===== config.mk =====
export PLATFORM = sky130hd
export DESIGN_NAME = led_frame_buffer_flat
export DESIGN_NICKNAME = d
export VERILOG_FILES = /design/src/rtl/led_frame_buffer_pkg.sv /design/src/rtl/led_frame_buffer_if.sv /design/src/rtl/led_frame_buffer_gamma_lut.sv /design/src/rtl/led_frame_buffer.sv /design/src/flat_wrapper.sv
export SDC_FILE = /design/constraint.sdc
export NUM_CORES = 1
export LEC_CHECK = 0
export CAP_MARGIN = 20
export CORE_MARGIN = 3
export CORE_UTILIZATION = 54
export CTS_BUF_LIST = sky130_fd_sc_hd__clkbuf_8 sky130_fd_sc_hd__clkbuf_16
export DETAILED_ROUTE_END_ITERATION = 6
export GPL_TIMING_DRIVEN = 0
export MAX_ROUTING_LAYER = met4
export PLACE_DENSITY = 0.79
export REMOVE_ABC_BUFFERS = 1
export SKIP_LAST_GASP = 1
export SYNTH_ARGS = -nofsm -noshare
export SYNTH_HDL_FRONTEND = slang
export SYNTH_HIERARCHICAL = 1
export SYNTH_SLANG_ARGS = --single-unit
export TNS_END_PERCENT = 50

===== constraint.sdc =====
create_clock -name i_clock -period 3 [get_ports i_clock]
set_input_delay 0.9 -clock i_clock [delete_from_list [all_inputs] [get_ports i_clock]]
set_output_delay 0.9 -clock i_clock [all_outputs]
set_load 0.01 [all_outputs]

===== src/rtl/led_frame_buffer_pkg.sv =====
// Shared constants, FSM state type and gamma table for the LED matrix pipeline
// (frame buffer, scan PWM and matrix driver stages).
package led_pkg;

  localparam int unsigned ROWS    = 4;
  localparam int unsigned COLS    = 8;
  localparam int unsigned LEVEL_W = 4;
  localparam int unsigned ADDR_W  = 5;
  localparam int unsigned ROW_W   = COLS * LEVEL_W;

  typedef enum logic {
    FILL    = 1'b0,
    PENDING = 1'b1
  } state_t;

  // Entry n sits at bits [n*4 +: 4]: 0,0,0,0,1,1,1,2,2,3,4,5,6,8,10,15
  localparam logic [16*LEVEL_W-1:0] GAMMA_LUT = 64'hFA86_5432_2111_0000;

endpackage


===== src/rtl/led_frame_buffer_if.sv =====
// Pixel write handshake into the frame buffer back store.
interface led_frame_buffer_if;

  logic                       i_wr_valid;
  logic                       o_wr_ready;
  logic                       i_wr_first;
  logic [led_pkg::LEVEL_W-1:0] i_wr_data;

  modport master (output i_wr_valid, output i_wr_first, output i_wr_data, input o_wr_ready);
  modport slave  (input i_wr_valid, input i_wr_first, input i_wr_data, output o_wr_ready);

endinterface


===== src/rtl/led_frame_buffer_gamma_lut.sv =====
// Fixed 16-entry brightness gamma map, 4-bit level in, 4-bit level out.
module led_gamma_lut
  import led_pkg::*;
(
  input  logic [LEVEL_W-1:0] level_i,
  output logic [LEVEL_W-1:0] level_o
);

  assign level_o = GAMMA_LUT[level_i*LEVEL_W +: LEVEL_W];

endmodule


===== src/rtl/led_frame_buffer.sv =====
// Double-buffered pixel level store feeding the scan PWM stage.
// Build option LED_FRAME_BUFFER_GAMMA_EN routes written pixels through led_gamma_lut.
module led_frame_buffer
  import led_pkg::*;
(
  input  logic                 i_clock,
  input  logic                 i_reset_n,
  input  logic                 i_frame_tick,
  led_frame_buffer_if.slave    wr,
  output logic [ROW_W-1:0]     o_row0_levels,
  output logic [ROW_W-1:0]     o_row1_levels,
  output logic [ROW_W-1:0]     o_row2_levels,
  output logic [ROW_W-1:0]     o_row3_levels,
  output logic                 o_swap,
  output logic [7:0]           o_frame_count
);

  state_t              state_q, state_d;
  logic [ADDR_W-1:0]   addr_q, addr_d;
  logic [ROW_W-1:0]    back_q  [ROWS];
  logic [ROW_W-1:0]    front_q [ROWS];
  logic                swap_q;
  logic [7:0]          count_q;

  logic                xfer;
  logic                swap_now;
  logic [ADDR_W-1:0]   wr_addr;
  logic [LEVEL_W-1:0]  pix;

`ifdef LED_FRAME_BUFFER_GAMMA_EN
  led_gamma_lut u_gamma (
    .level_i (wr.i_wr_data),
    .level_o (pix)
  );
`else
  assign pix = wr.i_wr_data;
`endif

  // A first-flagged pixel always restarts the frame at address 0
  assign xfer    = wr.i_wr_valid && wr.o_wr_ready;
  assign wr_addr = wr.i_wr_first ? '0 : addr_q;
  assign addr_d  = xfer ? wr_addr + 1'b1 : addr_q;

  always_ff @(posedge i_clock or negedge i_reset_n) begin
    if (!i_reset_n) begin
      state_q <= FILL;
    end else begin
      state_q <= state_d;
    end
  end

  always_comb begin
    state_d = state_q;
    case (state_q)
      FILL:    if (xfer && wr_addr == '1) state_d = PENDING;
      PENDING: if (i_frame_tick)          state_d = FILL;
      default: state_d = FILL;
    endcase
  end

  always_comb begin
    wr.o_wr_ready = (state_q == FILL);
    swap_now      = (state_q == PENDING) && i_frame_tick;
  end

  always_ff @(posedge i_clock or negedge i_reset_n) begin
    if (!i_reset_n) begin
      addr_q  <= '0;
      swap_q  <= 1'b0;
      count_q <= '0;
      for (int unsigned r = 0; r < ROWS; r++) begin
        back_q[r]  <= '0;
        front_q[r] <= '0;
      end
    end else begin
      addr_q <= addr_d;
      swap_q <= swap_now;
      if (xfer) begin
        back_q[wr_addr[ADDR_W-1:3]][wr_addr[2:0]*LEVEL_W +: LEVEL_W] <= pix;
      end
      if (swap_now) begin
        count_q <= count_q + 8'd1;
        for (int unsigned r = 0; r < ROWS; r++) begin
          front_q[r] <= back_q[r];
        end
      end
    end
  end

  assign o_row0_levels = front_q[0];
  assign o_row1_levels = front_q[1];
  assign o_row2_levels = front_q[2];
  assign o_row3_levels = front_q[3];
  assign o_swap        = swap_q;
  assign o_frame_count = count_q;

endmodule


===== src/flat_wrapper.sv =====
// flat-port wrapper written by rule: the top's interface ports become plain ports
module led_frame_buffer_flat import led_pkg::*;
  (i_clock, i_reset_n, i_frame_tick, o_row0_levels, o_row1_levels, o_row2_levels, o_row3_levels, o_swap, o_frame_count, wr_i_wr_valid, wr_i_wr_first, wr_i_wr_data, wr_o_wr_ready);
  led_frame_buffer_if wr_i ();
  input  logic i_clock;
  input  logic i_reset_n;
  input  logic i_frame_tick;
  output logic [ROW_W-1:0] o_row0_levels;
  output logic [ROW_W-1:0] o_row1_levels;
  output logic [ROW_W-1:0] o_row2_levels;
  output logic [ROW_W-1:0] o_row3_levels;
  output logic o_swap;
  output logic [7:0] o_frame_count;
  input wire logic [$bits(wr_i.i_wr_valid)-1:0] wr_i_wr_valid;
  input wire logic [$bits(wr_i.i_wr_first)-1:0] wr_i_wr_first;
  input wire logic [$bits(wr_i.i_wr_data)-1:0] wr_i_wr_data;
  output wire logic [$bits(wr_i.o_wr_ready)-1:0] wr_o_wr_ready;
  assign wr_i.i_wr_valid = wr_i_wr_valid;
  assign wr_i.i_wr_first = wr_i_wr_first;
  assign wr_i.i_wr_data = wr_i_wr_data;
  assign wr_o_wr_ready = wr_i.o_wr_ready;
  led_frame_buffer u_core (.i_clock(i_clock), .i_reset_n(i_reset_n), .i_frame_tick(i_frame_tick), .wr(wr_i), .o_row0_levels(o_row0_levels), .o_row1_levels(o_row1_levels), .o_row2_levels(o_row2_levels), .o_row3_levels(o_row3_levels), .o_swap(o_swap), .o_frame_count(o_frame_count));
endmodule

After elaboration in Yosys (flattened, before gate mapping)
Cells that the tools add are included.
- add/sub/neg operators: 3
- multipliers: 0
- divide/modulo/power cells: 0
- $lt $le $gt $ge: 2
- equality and inequality tests: 1
- shifts and indexed selects: 2
- multiplexer cells: 7
- bitwise logic cells: 2
- reductions and logical operators: 4
- operators with widths (operator ; number):
    bitwise mux 128 bit ; 1
    demux 32 bit (select 2 bit) ; 1
    negation 5 -> 34 bit ; 1
    variable shift 4 x 34 -> 32 bit (first input constant) ; 1
    indexed part select 4 x 34 -> 32 bit ; 1
    2-to-1 mux 32 bit ; 1
    adder 8 x 1 -> 8 bit (second input constant) ; 1
    adder 5 x 1 -> 5 bit (second input constant) ; 1
    == test 5 bit (second input constant) ; 1
    2-to-1 mux 5 bit ; 1
    logical AND 1 bit ; 4
    greater-or-equal comparator 3 bit (second input constant) ; 1
    < comparator 3 x 1 -> 1 bit (second input constant) ; 1
    NOT 2 -> 3 bit ; 1
    2-to-1 mux 1 bit ; 2
    one-hot mux 1 bit (2 select lines) ; 1
    NOT 1 bit ; 1
- register bits after elaboration: 271
- latch bits: 0
- bits in writable memories: 0
- memory bits (read-only): 0
- input bits: 9
- output and inout port bits: 138
- word-level logic and storage cells: 33
- memories: 0

Logic depth before layout (Yosys ltp)
- word-level depth: 7
- depth in mapped cells: 9
- depth with buffers taken out: 8

Worst setup path after synthesis
Ideal clock, no wire load.
- path kind: input -> register
- start point: input wr_i_wr_first
- end point: register u_core/back_q[112] (netlist bit)
- setup time: 0.125 ns
- data arrival time: 3.147 ns
- required time: 2.875 ns
- setup slack: -0.272 ns
- stages: 9
- path buffers: 2
- cells stage by stage: buf_2 > nand2b_2 > ha_1 > ha_1 > buf_2 > nor4b_2 > o21ai_1 > nor4b_4 > mux2_2
- cells in the longest elaborated chain, start to end: 7
- elaborated cells between the ends (all ways): 11
- those cells by class: add/sub (1); order compare (2); shift (2); mux (4); bitwise (1); reduce/logical (1)
- RTL lines (item ; line ; RTL):
    start, declared ; flat_wrapper.sv:15 ; input wire logic [$bits(wr_i.i_wr_first)-1:0] wr_i_wr_first;
    2-to-1 mux 5 bit (*) ; led_frame_buffer.sv:41 ; assign wr_addr = wr.i_wr_first ? '0 : addr_q;
    branches (longest 5 deep; another with negation 5 -> 34 bit) ; - ;
    bitwise mux 128 bit (*) ; led_frame_buffer.sv:79 ; back_q[wr_addr[ADDR_W-1:3]][wr_addr[2:0]*LEVEL_W +: LEVEL_W] <= pix;
    end signal, assigned by index ; led_frame_buffer.sv:79 ;
    end, declared ; led_frame_buffer.sv:20 ; logic [ROW_W-1:0] back_q [ROWS];
Mark *: on every way between the ends.
A chain may end at the register's enable or synchronous reset.

Final worst setup path
- start point: input i_frame_tick
- end point: register u_core.count_q[4], in the netlist u_core/o_frame_count[4]
- cells in the longest elaborated chain, start to end: 1
- RTL lines (item ; line ; RTL):
    start, declared ; flat_wrapper.sv:7 ; input logic i_frame_tick;
    logical AND 1 bit ; led_frame_buffer.sv:63 ; swap_now = (state_q == PENDING) && i_frame_tick;
    end signal, assigned ; led_frame_buffer.sv:82 ; count_q <= count_q + 8'd1;
    end, declared ; led_frame_buffer.sv:23 ; logic [7:0] count_q;
No other way between the ends.

==> summary.md <==
| Metric | Value |
|---|---|
| Switching Share | `21.9%` |
| Tightest Hold Check Type | `input port to asynchronous set/reset pin` |
| CP Capture Type | `flip-flop` |
| Final hold vios | `0` |
| Top cells by area, synth | `dfrtp_1 64%, nand2_1 15%, mux2_2 14%, clkbuf_1 1.5%, ha_1 0.59%` |
| Sequential share of the synthesized area | `63.9%` |
| Cell taking the most area after synthesis | `dfrtp_1` |
| Final Core Density | `70.2%` |
| # fillers | `1441` |
| Core area | `19000 um2` |
| Routability cong. | `0.815` |
| Tot GR Track Use | `22.5%` |
| CTS buffer count | `26` |
| Leak pwr | `6.85 nW` |
| Post-synth ARST share | `100%` |
| Reg area | `6780 um2` |
| Clock transition at path regs | `0.06 ns` |
| Io pins | `147` |
| Tmin final | `2.84 ns` |
| Worst slack, placed | `-1.26 ns` |
| Top post-synthesis cells by count | `412 x nand2_1, 271 x dfrtp_1, 128 x mux2_2` |
| Area taken by multi-input logic gates | `3690 um2` |
| Synth-to-layout area growth | `25.9%` |
| CP required | `3.44 ns` |
| Worst path cell trace | `clkdlybuf4s50_1 > nand2_8 > buf_16 > clkinv_8 > buf_16 > and3_1 > nand2_1 > xnor2_1` |
| Die width | `146 um` |
| Overall Power | `8.08 mW` |
| Cell count after placement | `1311` |
| Status | `finished clean` |
| Cells on worst reg2reg path | `8` |
| Max-Cap Viols | `0` |
| Clk sinks | `271` |
| Final worst setup slack | `0.158 ns` |
| Final setup fails | `0` |
| Met1 Usage GRT | `29.8%` |
| Initial antenna violation count | `0` |
| Sequential fraction of design power | `49.5%` |
| Hold buffer count at CTS | `0` |
| DRC Markers | `0` |
| DRT iter0 DRCs | `310` |
| Overflow after GRT | `0` |
| Nets@finish | `1094` |
| PwrDens | `605 nW/um2` |
| Least-Margin Pin Slew | `0.909 ns` |
| Dpl cell area | `12300 um2` |
| GR peak layer | `met2` |
| Clk_lat worst skew | `0.52 ns` |
| Count leader, synth | `nand2_1` |
| Setup slack, reg-to-reg | `0.53 ns` |
| Cell mode on critical path | `buf_16` |
| Via count | `7023` |
| Synthesized cell area | `10600 um2` |
| Synth Flop Type | `dfrtp_1` |
| GR Util met3 | `3.76%` |
| Logic pwr share | `6.6%` |
| Met2 Use GR | `37.4%` |
| Final cell count without fillers | `1360` |
| VDD IR-drop max | `0.368 mV` |
| Die area | `21400 um2` |
| Ratio of cells with drive above 1 in the final layout | `18.2%` |
| Delay of the slowest critical-path stage | `0.52 ns` |
| Post-route clock period utilization | `94.7%` |
| CP max-delay cell | `clkdlybuf4s50_1` |
| Post-synth cell types | `35` |
| Syn_area_per_cell | `11.2 um2` |
| Largest net degree at the start of global routing | `101` |
| FF-to-FF End | `u_core/back_q[114]$_DFFE_PN0P_` |
| NetSw | `1.77 mW` |
| Clock Tree Buf Depth | `3` |
| Via/cell ratio | `5.16` |
| Flops & latches, synth | `271` |
| H-tree Lvls | `1` |
| EDFF count, synth | `0` |
| Clk network pwr share | `43.9%` |
| Starting Density | `55.8%` |
| Startpoint Class | `input port` |
| Post-route cell area | `13400 um2` |
| Global-route wire length before repair | `38500 um` |
| RR Startpoint | `u_core/addr_q[0]$_DFFE_PN0P_` |
| WP data arrival | `3.28 ns` |
| Vias in the first global route | `7412` |
| Total detailed-routing wirelength | `22600 um` |
| Synthesis warning total | `6` |
| DR WL/cell | `16.6 um` |
| Fmax | `0.352 GHz` |
| DP HPWL | `13900 um` |
| Rel. slew slack | `39.2%` |
| Crit Path Category | `input port to flip-flop` |
| Pre-antenna DRT Iters | `4` |
| Row cnt | `50` |
| Max FO, Critical Path | `68` |
| Unrepaired setup endpoints after global routing | `no` |
| Worst Clk Skew | `0.00848 ns` |
| Die height | `146 um` |
| CTS tree | `yes` |
| Pint | `6.31 mW` |
| Remaining antenna violation count | `0` |
| Max Slew Vio Count | `0` |
| Root Driver | `clkbuf_16` |
| Post-Syn Instances | `949` |
| Yosys top cell area share | `63.9%` |
| I/O Buffers | `146` |
routing by layer:
layer | vias to the layer above | share of wire (%)
li1 | 3322 | -
met3 | 24 | 4.6
met2 | 150 | 50
met1 | 3527 | 45
met5 | - | 0
met4 | 0 | 1.2
worst max path at each step:
| stage | startpoint | endpoint | slack (ns) | cells after the start |
|---|---|---|---|---|
| after floorplan | i_frame_tick | u_core/o_frame_count[4]$_DFFE_PN0P_ | -3.88 | 5 |
| after global placement | i_reset_n | u_core/back_q[123]$_DFFE_PN0P_ | -10.31 | 1 |
| after detailed placement | wr_i_wr_first | u_core/back_q[114]$_DFFE_PN0P_ | -1.26 | 8 |
| after CTS | i_frame_tick | u_core/o_frame_count[4]$_DFFE_PN0P_ | -0.03 | 8 |
| after global routing | i_frame_tick | u_core/o_frame_count[4]$_DFFE_PN0P_ | 0.004 | 8 |
| final | i_frame_tick | u_core/o_frame_count[4]$_DFFE_PN0P_ | 0.16 | 8 |
worst max-delay path: cells and delay by family:
family	cells	cell delay, ns
XOR/XNOR	1	0.11
buffers and inverters	4	1.42
AND/OR/NAND/NOR	3	0.74
stage by stage:
stage                     TNS (ns)  hold slack (ns)
final                            0            0.419
after global routing             0            0.467
after CTS                  -0.0533            0.442
after detailed placement   -165.86            0.447
after global placement    -3914.03            0.442
after floorplan            -455.01            0.433
power groups by stage:
stage | combinational, mW | sequential (mW) | clock, mW
detailed placement | 0.520 | 4.06 | 0
floorplan | 0.318 | 4.03 | 0
finish | 0.537 | 4.00 | 3.55
global route | 0.597 | 4.03 | 3.76
global placement | 0.489 | 4.05 | 0
CTS | 0.542 | 4.00 | 3.61
final cells by class:
class / count / share of cell area (%)
timing repair buffer: 151 / 11.8
clock inverter: 14 / 1.42
sequential: 271 / 50.8
antenna: 1 / 0.0187
multi-input combinational: 625 / 27.6
clock buffer: 33 / 5.68
inverter: 5 / 0.234
tap: 260 / 2.44
state kept, by name, summed over array words and instances (netlist names):
| name | cells |
|---|---|
| u_core/back_q | 128 |
| u_core/o_row0_levels | 32 |
| u_core/o_row1_levels | 32 |
| u_core/o_row2_levels | 32 |
| u_core/o_row3_levels | 32 |
| u_core/o_frame_count | 8 |
| u_core/addr_q | 5 |
| u_core/o_swap | 1 |
| u_core/state_q | 1 |
kinds of logic (layout without fill, tap and decap cells):
| kind of cell | after synthesis | after routing | share of synthesized area [%] |
|---|---|---|---|
| AND/OR/NAND/NOR | 474 | 474 | 18.8 |
| flip-flops | 271 | 271 | 63.9 |
| multiplexers | 128 | 128 | 13.6 |
| buffers and inverters | 53 | 203 | 1.93 |
| AO/OA/AOI/OAI | 11 | 11 | 0.613 |
| XOR/XNOR | 7 | 7 | 0.578 |
| adder cells (fa/ha/maj) | 5 | 5 | 0.590 |
| other | 0 | 1 | 0 |
layout by cell type, fill, tap and decap left out, types with 2 or more instances in the layout:
cell / n
ha_1: 3
nand4b_1: 2
nand2_1: 411
o211ai_1: 2
nor4_4: 2
clkdlybuf4s50_1: 143
nor2_2: 2
nor4b_4: 2
nand2b_1: 5
nor3_2: 4
a21oi_1: 2
clkinv_2: 5
nor2_1: 9
ha_4: 2
clkbuf_8: 6
mux2_2: 128
buf_16: 4
bufinv_16: 5
clkbuf_16: 27
and3_1: 4
and2_1: 7
xnor2_1: 6
dfrtp_1: 271
nor2b_1: 2
o21ai_0: 4
nand3_1: 10
inv_1: 8
and2b_1: 2
nor3_1: 4
repair_timing:
action | CTS | global route
resized for setup | 11 | 6
setup buffers | 1 | 0
cloned | 0 | 0
pin swaps | 2 | 0
endpoints found under the hold margin | 0 | 0
endpoints found under the setup margin | 133 | 61
(Power assumes the default switching activity.)
==> variant: new RTL, config.mk and constraints unchanged <==
Change the package constant `ROWS` from 4 to 8.
--- a/src/rtl/led_frame_buffer_pkg.sv
+++ b/src/rtl/led_frame_buffer_pkg.sv
@@ -2,7 +2,7 @@
 // (frame buffer, scan PWM and matrix driver stages).
 package led_pkg;
 
-  localparam int unsigned ROWS    = 4;
+  localparam int unsigned ROWS    = 8;
   localparam int unsigned COLS    = 8;
   localparam int unsigned LEVEL_W = 4;
   localparam int unsigned ADDR_W  = 5;
Behaviour: same outputs for any inputs over 10 cycles, from zero or initial values and one cycle with i_reset_n low; that may be too few to reach the edited logic, so the function may still have changed.
==> variant against the unedited design <==
Global-route usage decreased by 0.92 points; area after synthesis increased by 0.14%; count of clock-buffer cells in the layout increased by 2; fmax decreased by 1.0%; critical path depth increased by 1; worst setup slack got worse by 0.030 ns; critical endpoint is now u_core/back_q[194]; sequential cell count unchanged; wire length decreased by 1.4%; sequential share of layout area increased by 0.23 points; total power decreased by 7.1%; final area decreased by 0.44%; die area increased by 0.14%.
==> variant: results (changes against the unedited design) <==
* Status: finished clean
* Hold crit path type: in -> async
* Worst clock skew at 0.0109 ns (+0.00240 ns)
* Layout fillers at 1433 (-0.56%)
* Adder and majority gate portion of the synthesized area at 0.00706 (+0.00117)
* Antenna cells at 0 (-1)
* Worst reg2reg path endpoint: u_core/back_q[176]
* Overall Global Routing Usage at 0.215 (-0.00922)
* Top cells by area, synth: dfrtp_1, nand2_1, mux2_2, clkbuf_1, ha_1
* Flop2flop setup slack at 0.30 ns (-0.23 ns)
* Worst R2R Path Depth at 8 (unchanged)
* Post-synth top cells: nand2_1, dfrtp_1, mux2_2
* Drt wl/cell at 16.3 um (-2.3%)
* Post-synthesis mux area share at 0.136 (-0.000192)
* H-tree levels at 1 (unchanged)
* Complex-gate fraction of the synthesized area at 0.00671 (+0.000580)
* Detailed Place HPWL at 14200 um (+1.6%)
* 1st-iter DRT viols at 389 (+25%)
* CTS root buf: clkbuf_16
* Peak VDD IR at 389 uV (+5.7%)
* Port Buffers at 146 (unchanged)
* Share of layout cells above drive strength 1 at 0.175 (-0.00662)
* CP Max Fanout at 20 (-71%)
* Synth cell types at 38 (+8.6%)
* Worst hold margin at 0.294 ns (-0.125 ns)
* Vias in the first global route at 7150 (-3.5%)
* Antenna violations before repair at 0 (unchanged)
* Largest net degree at the start of global routing at 124 (+23%)
* First-pass GRT wire length at 37100 um (-3.5%)
* # setup viols final at 0 (unchanged)
* Lkg Pwr at 6.88 nW (+0.45%)
* Relative slew slack at 0.444 (+0.0515)
* Crit path DAT at 3.27 ns (about the same)
* Nets@finish at 1107 (+1.2%)
* Final GP Congestion at 0.810 (-0.63%)
* Most flop-heavy register: u_core/back_q
* Yosys warns at 6 (unchanged)
* Vias at 7084 (+0.87%)
* Synth Area in XOR/XNOR at 0.00577 (-0.00000816)
* Num CTS Buffers at 27 (+3.8%)
* Sequential area share after synthesis at 0.638 (-0.000903)
* CP max-delay cell: mux2_2
* Max stage delay on crit path at 0.38 ns (-0.14 ns)
* Top FF cell, synth: dfrtp_1
* Clock Latency Late Sink at 0.52 ns (about the same)
[variant: cell types whose count changed in the layout (fill, tap and decap cells not counted), moves of 3 or more]
cell,change
and2_1,-4
bufinv_16,-3
nor3_2,-3
and3_1,+5
o21ai_0,+3
nand2_1,+11
nand3_1,-7
nor2_1,+4
[variant: layout make-up]
type | instances | share of cell area
Inverter | 3 | 0.00141
Clock inverter | 14 | 0.00885
Tap cell | 260 | 0.0245
Sequential cell | 271 | 0.510
Multi-Input combinational cell | 638 | 0.277
Timing Repair Buffer | 151 | 0.119
Clock buffer | 35 | 0.0591
[variant: through the flow]
step	area (um2)	setup WS, ns	std cells	util
after floorplan	10400	-2.22	912	-
after global placement	12200	-10.29	1318	0.643
after detailed placement	12400	-1.48	1322	0.650
after CTS	13300	0.000246	1371	0.699
after global routing	13300	-0.0260	1372	0.699
final	13300	0.128	1372	0.699
[variant: worst max-delay path: cells and delay by family]
kind / cells / cell delay, ns
compound gates: 1 / 0.26
fa+ha+maj: 1 / 0.36
mux: 1 / 0.38
simple gates: 4 / 0.90
buf+inv: 2 / 0.45
[variant: worst max-delay path by stage]
stage,slack [ns],endpoint,start,cells past startpoint
final,0.13,u_core/back_q[194],wr_i_wr_first,9
after detailed placement,-1.48,u_core/back_q[176],wr_i_wr_first,8
after CTS,0.0002,u_core/o_frame_count[7],i_frame_tick,7
after global routing,-0.03,u_core/back_q[195],wr_i_wr_first,9
after global placement,-10.29,u_core/o_row3_levels[2],i_reset_n,1
after floorplan,-2.22,u_core/o_frame_count[3],i_frame_tick,5
[variant: kinds of logic after synthesis]
logic type      after synthesis
flops                       271
buf+inv                      48
fa+ha+maj                     6
mux                         128
compound gates               12
xor+xnor                      7
simple gates                485
[variant: layer usage]
metal | track usage | share of wire
met1 | 0.297 | 0.45
met2 | 0.346 | 0.49
met5 | - | 0
met3 | 0.0304 | 0.045
met4 | 0.0489 | 0.020
[variant: timing repair]
action | 4_1_cts | 5_1_grt
resized for setup | 9 | 6
hold endpoints to repair | 0 | 0
buffers inserted | 0 | 1
hold buffers | 0 | 0
endpoints found under the setup margin | 128 | 87
pin swaps | 1 | 1
[variant: where the power goes]
part           leakage [nW]  switching (mW)  internal [mW]  total (mW)
registers              3.76          0.0715           3.75        3.83
logic                  2.65           0.209          0.136       0.345
clock network         0.472            1.34           2.00        3.34
total                  6.88            1.62           5.89        7.51
